===== src/rtl/fifo_sync_param.sv =====
// fifo_sync_param: single-clock FIFO with any DEPTH >= 2, occupancy count, thresholds,
// error pulses, synchronous flush and selectable FWFT or registered read.
module fifo_sync_param #(
    parameter int WIDTH     = 8,
    parameter int DEPTH     = 32,
    parameter int FWFT      = 1,
    parameter int AF_THRESH = DEPTH - 2,
    parameter int AE_THRESH = 1,
    localparam int CW       = $clog2(DEPTH + 1)
) (
    input  logic             CLK,
    input  logic             RESET,
    input  logic             FLUSH,
    input  logic [WIDTH-1:0] DIN,
    input  logic             WE,
    input  logic             RE,
    output logic [WIDTH-1:0] DOUT,
    output logic             DOUT_VALID,
    output logic [CW-1:0]    COUNT,
    output logic             FULL,
    output logic             EMPTY,
    output logic             ALMOST_FULL,
    output logic             ALMOST_EMPTY,
    output logic             OVERFLOW,
    output logic             UNDERFLOW
);
    localparam int AW = $clog2(DEPTH);

    logic [WIDTH-1:0] mem [DEPTH];
    logic [AW-1:0]    wp_q, wp_d, rp_q, rp_d;
    logic [CW-1:0]    count_q, count_d;
    logic [WIDTH-1:0] dout_q, dout_d;
    logic             ovf_q, ovf_d, udf_q, udf_d, dv_q, dv_d;
    logic             clr, wr_ok, rd_ok;

    assign clr   = !RESET || FLUSH;
    assign FULL  = count_q == CW'(DEPTH);
    assign EMPTY = count_q == '0;
    assign wr_ok = WE && !FULL;
    assign rd_ok = RE && !EMPTY;

    // Pointers wrap explicitly at DEPTH-1 so non-power-of-two depths use every entry.
    always_comb begin
        wp_d    = wr_ok ? (wp_q == AW'(DEPTH - 1) ? '0 : wp_q + AW'(1)) : wp_q;
        rp_d    = rd_ok ? (rp_q == AW'(DEPTH - 1) ? '0 : rp_q + AW'(1)) : rp_q;
        count_d = count_q + CW'(wr_ok) - CW'(rd_ok);
        ovf_d   = WE && FULL;
        udf_d   = RE && EMPTY;
        dout_d  = (FWFT == 0 && rd_ok) ? mem[rp_q] : dout_q;
        dv_d    = FWFT == 0 && rd_ok;
    end

    always_ff @(posedge CLK) begin
        if (clr) begin
            wp_q    <= '0;
            rp_q    <= '0;
            count_q <= '0;
            ovf_q   <= 1'b0;
            udf_q   <= 1'b0;
            dout_q  <= '0;
            dv_q    <= 1'b0;
        end else begin
            wp_q    <= wp_d;
            rp_q    <= rp_d;
            count_q <= count_d;
            ovf_q   <= ovf_d;
            udf_q   <= udf_d;
            dout_q  <= dout_d;
            dv_q    <= dv_d;
        end
    end

    always_ff @(posedge CLK) begin
        if (wr_ok && !clr) mem[wp_q] <= DIN;
    end

    assign COUNT        = count_q;
    assign ALMOST_FULL  = count_q >= CW'(AF_THRESH);
    assign ALMOST_EMPTY = count_q <= CW'(AE_THRESH);
    assign OVERFLOW     = ovf_q;
    assign UNDERFLOW    = udf_q;
    assign DOUT         = FWFT != 0 ? (EMPTY ? '0 : mem[rp_q]) : dout_q;
    assign DOUT_VALID   = FWFT != 0 ? !EMPTY : dv_q;
endmodule


===== config.mk =====
export PLATFORM = sky130hd
export DESIGN_NAME = fifo_sync_param
export DESIGN_NICKNAME = d
export VERILOG_FILES = /design/src/rtl/fifo_sync_param.sv
export SDC_FILE = /design/constraint.sdc
export NUM_CORES = 1
export LEC_CHECK = 0
export CAP_MARGIN = 20
export CORE_UTILIZATION = 45
export DETAILED_ROUTE_END_ITERATION = 8
export PLACE_DENSITY_LB_ADDON = 0.2
export SLEW_MARGIN = 15
export SYNTH_ARGS = -nofsm -noshare
export SYNTH_HDL_FRONTEND = slang
export SYNTH_SLANG_ARGS = --single-unit

===== constraint.sdc =====
create_clock -name CLK -period 3.07 [get_ports CLK]
set_input_delay 0.614 -clock CLK [delete_from_list [all_inputs] [get_ports CLK]]
set_output_delay 0.614 -clock CLK [all_outputs]
set_load 0.02 [all_outputs]

==> impl_metrics.tcl <==
set metrics [dict create \
    port_buffers 33 \
    die_width_um 160 \
    fmax_ghz 0.318 \
    syn_inst 567 \
    crit_family "multiplexers" \
    finalMaxSlewViolations 0 \
    slew_headroom_pct 57.5 \
    slowest_stage "mux4_2" \
    setup_tns_ns -0.423 \
    maxCapViolations 0 \
    grt.overflow.total 0 \
    tightestPinTransition_ns 0.637 \
    final.period_utilization_pct 102 \
    path_common_cell "mux4_2" \
    crit_path_max_fanout 13 \
    worstPathCellList "buf_12, buf_6, mux4_2, mux4_2, inv_2, a221oi_2, buf_2" \
    ant_nets 0 \
    first_pass_iters 5 \
    crit_buf_inv 4 \
    slowest_delay_ns 0.51 \
    ys_warn_count 0 \
    wl_per_cell_um 23.4 \
    row_count 57 \
    drtIter0Drc 415 \
    cts_hold_buf 0 \
    finalCoreUtilization_pct 54.6 \
    clock-sinks 279 \
    ys.flop_type "edfxtp_1" \
    track_usage_pct 19.1 \
    synth_edf_count 256 \
    cts.reportedPaths.clkPinSlew_ns 0.06 \
    area_growth_syn_to_layout_pct 18.3 \
    fp.dieArea_um2 25600 \
    drc 0 \
    rsz0062_at_grt "true" \
    synthesis.area_um2 11200 \
    crit_path_start_kind "register" \
    grt_pass1_vias 5987 \
    htree_levels 1 \
    final_layout_size_suffix_gt1_share_pct 29.4 \
    insertion_delay_ns 0.54 \
    post_dp_cell_area_um2 12400 \
    power_mw 9.32 \
    clockBufferDepth 3 \
    drt-total-wl_um 23800 \
    ys_ff_latch 279 \
    synth_cell_type_count 46 \
    outcome "finished with violations" \
    grt_max_degree 33 \
    fp.coreArea_um2 24400 \
    async_flop_share_pct 0 \
    power.density_nw_per_um2 700 \
    critPathArrivalTime_ns 2.53 \
    ioPinCount 34 \
    min_path_type "reg2reg" \
    end_kind "output pin" \
    worst_slack_ns -0.0747 \
    root_buffer "clkbuf_16" \
    syn_nets 600 \
    num_vias 5724 \
    cts_buffers 28 \
    initial_utilization_pct 46.1 \
    yosysSeqAreaShare_pct 72.5 \
    layout.nets 705 \
    p_leak_nw 4.31 \
    dp_hpwl_um 15300 \
    final_cell_mix "256 x edfxtp_1, 64 x mux4_2, 60 x buf_4" \
    insertedDiodeCount 0 \
    vias_per_cell 5.62 \
    final_area_um2 13300 \
    final_common_cell "edfxtp_1" \
    final.setup_skew_ns 0.0123 \
    period_needed_ns 3.14 \
    critPathKind "reg2out" \
    finalSetupViolations 8 \
    violations "negative setup slack" \
    grt_pass1_wl_um 36400 \
    max-vdd-ir-drop_mv 0.385 \
    cts_tree "built" \
    avgSynthCellArea_um2 19.8 \
    cp_data_required_time_ns 2.46 \
    antenna_found_initial 0 \
    hold_viol_final 0 \
    place.gp.congestion 0.786 \
    die_y_um 160 \
]
-- report_power, final --
group,internal [mW],switching [mW]
Clock,2.11,1.35
Combinational,0.745,0.883
Sequential,4.19,0.0378
Total,7.04,2.27
-- synth_stat cells, types with 3 or more instances --
| master | number | area share (%) |
|---|---|---|
| nor3_1 | 3 | 0.13 |
| a221oi_1 | 6 | 0.47 |
| nand2b_1 | 3 | 0.17 |
| nand3_1 | 10 | 0.45 |
| a31oi_1 | 3 | 0.17 |
| buf_12 | 3 | 0.53 |
| a21oi_1 | 14 | 0.62 |
| ha_1 | 19 | 2.1 |
| buf_2 | 9 | 0.40 |
| nand2_1 | 13 | 0.43 |
| mux4_1 | 25 | 5.8 |
| clkbuf_1 | 10 | 0.33 |
| mux2i_1 | 8 | 0.71 |
| edfxtp_1 | 256 | 68 |
| nor2b_1 | 5 | 0.28 |
| o221ai_1 | 6 | 0.47 |
| o21ai_0 | 4 | 0.18 |
| nand3b_1 | 3 | 0.20 |
| inv_1 | 22 | 0.73 |
| and3_1 | 4 | 0.22 |
| or3_1 | 3 | 0.17 |
| mux4_2 | 47 | 9.4 |
| nor2_1 | 39 | 1.3 |
| dfxtp_1 | 23 | 4.1 |
-- routing by layer --
layer | part of all wire [%] | global-route usage, %
met1 | 42 | 26.4
met2 | 50 | 31.7
met3 | 5.8 | 2.78
met4 | 2.1 | 5.41
met5 | 0 | 0
-- state kept, by name, indices dropped and copies added (netlist names), named ones only --
register / flops
mem: 256
OVERFLOW: 1
wp_q: 5
rp_q: 5
UNDERFLOW: 1
COUNT: 6
-- repair_timing --
item,CTS,global route
buffers inserted,2,0
endpoints found under the setup margin,9,9
pin swaps,0,1
gates resized for setup,67,7
-- through the flow --
stage / worst slack (ns) / hold slack (ns) / cells
after floorplan: -0.0381 / 0.455 / 567
after global placement: 0.0255 / 0.482 / 964
after detailed placement: -0.00203 / 0.512 / 964
after CTS: -0.103 / 0.520 / 1018
after global routing: -0.147 / 0.534 / 1018
final: -0.0747 / 0.520 / 1018
-- area by class of cell --
type | count | area (um^2)
inverter | 23 | 86.3
sequential | 279 | 8150
timing repair buffer | 101 | 897
clock buffer | 40 | 786
fill | 1917 | 11100
clock inverter | 12 | 170
tap | 324 | 405
multi-input combinational | 239 | 2810
-- cell families (layout without fill, tap and decap cells) --
kind of cell               count (synthesis)  count (layout)  synth area share, %
adders and majority gates                 20              20                 2.29
buffers and inverters                     49             176                 2.34
DFF                                      279             279                 72.5
muxes                                     80              80                 16.0
and+or+nand+nor                           95              95                 4.27
xor gates and xnor gates                   1               1               0.0779
AOI/OAI and AO/OA                         43              43                 2.58
-- worst paths after layout --
| path | depth (start not counted) | slack (ns) | to | from |
|---|---|---|---|---|
| worst max-delay path | 7 | -0.07 | DOUT[5] | register |
| worst min-delay path | 2 | 0.52 | rp_q[3] | rp_q[3] |
| worst max register to register | 15 | 0.26 | COUNT[4] | COUNT[2] |
| worst min register to register | 2 | 0.52 | rp_q[3] | rp_q[3] |
-- worst reg2reg max path, stage by stage, from the launching register on --
cell and delay, ns:
dfxtp_1 0.33, inv_1 0.08, ha_1 0.22, buf_4 0.14
nor4bb_2 0.17, nor2b_1 0.19, inv_2 0.06, ha_1 0.28
inv_1 0.05, ha_1 0.16, inv_1 0.06, fa_1 0.40
nand2b_1 0.19, a21oi_2 0.16, o21a_1 0.12, nor3_1 0.04
Note: power is estimated with default switching activity, not from simulation.
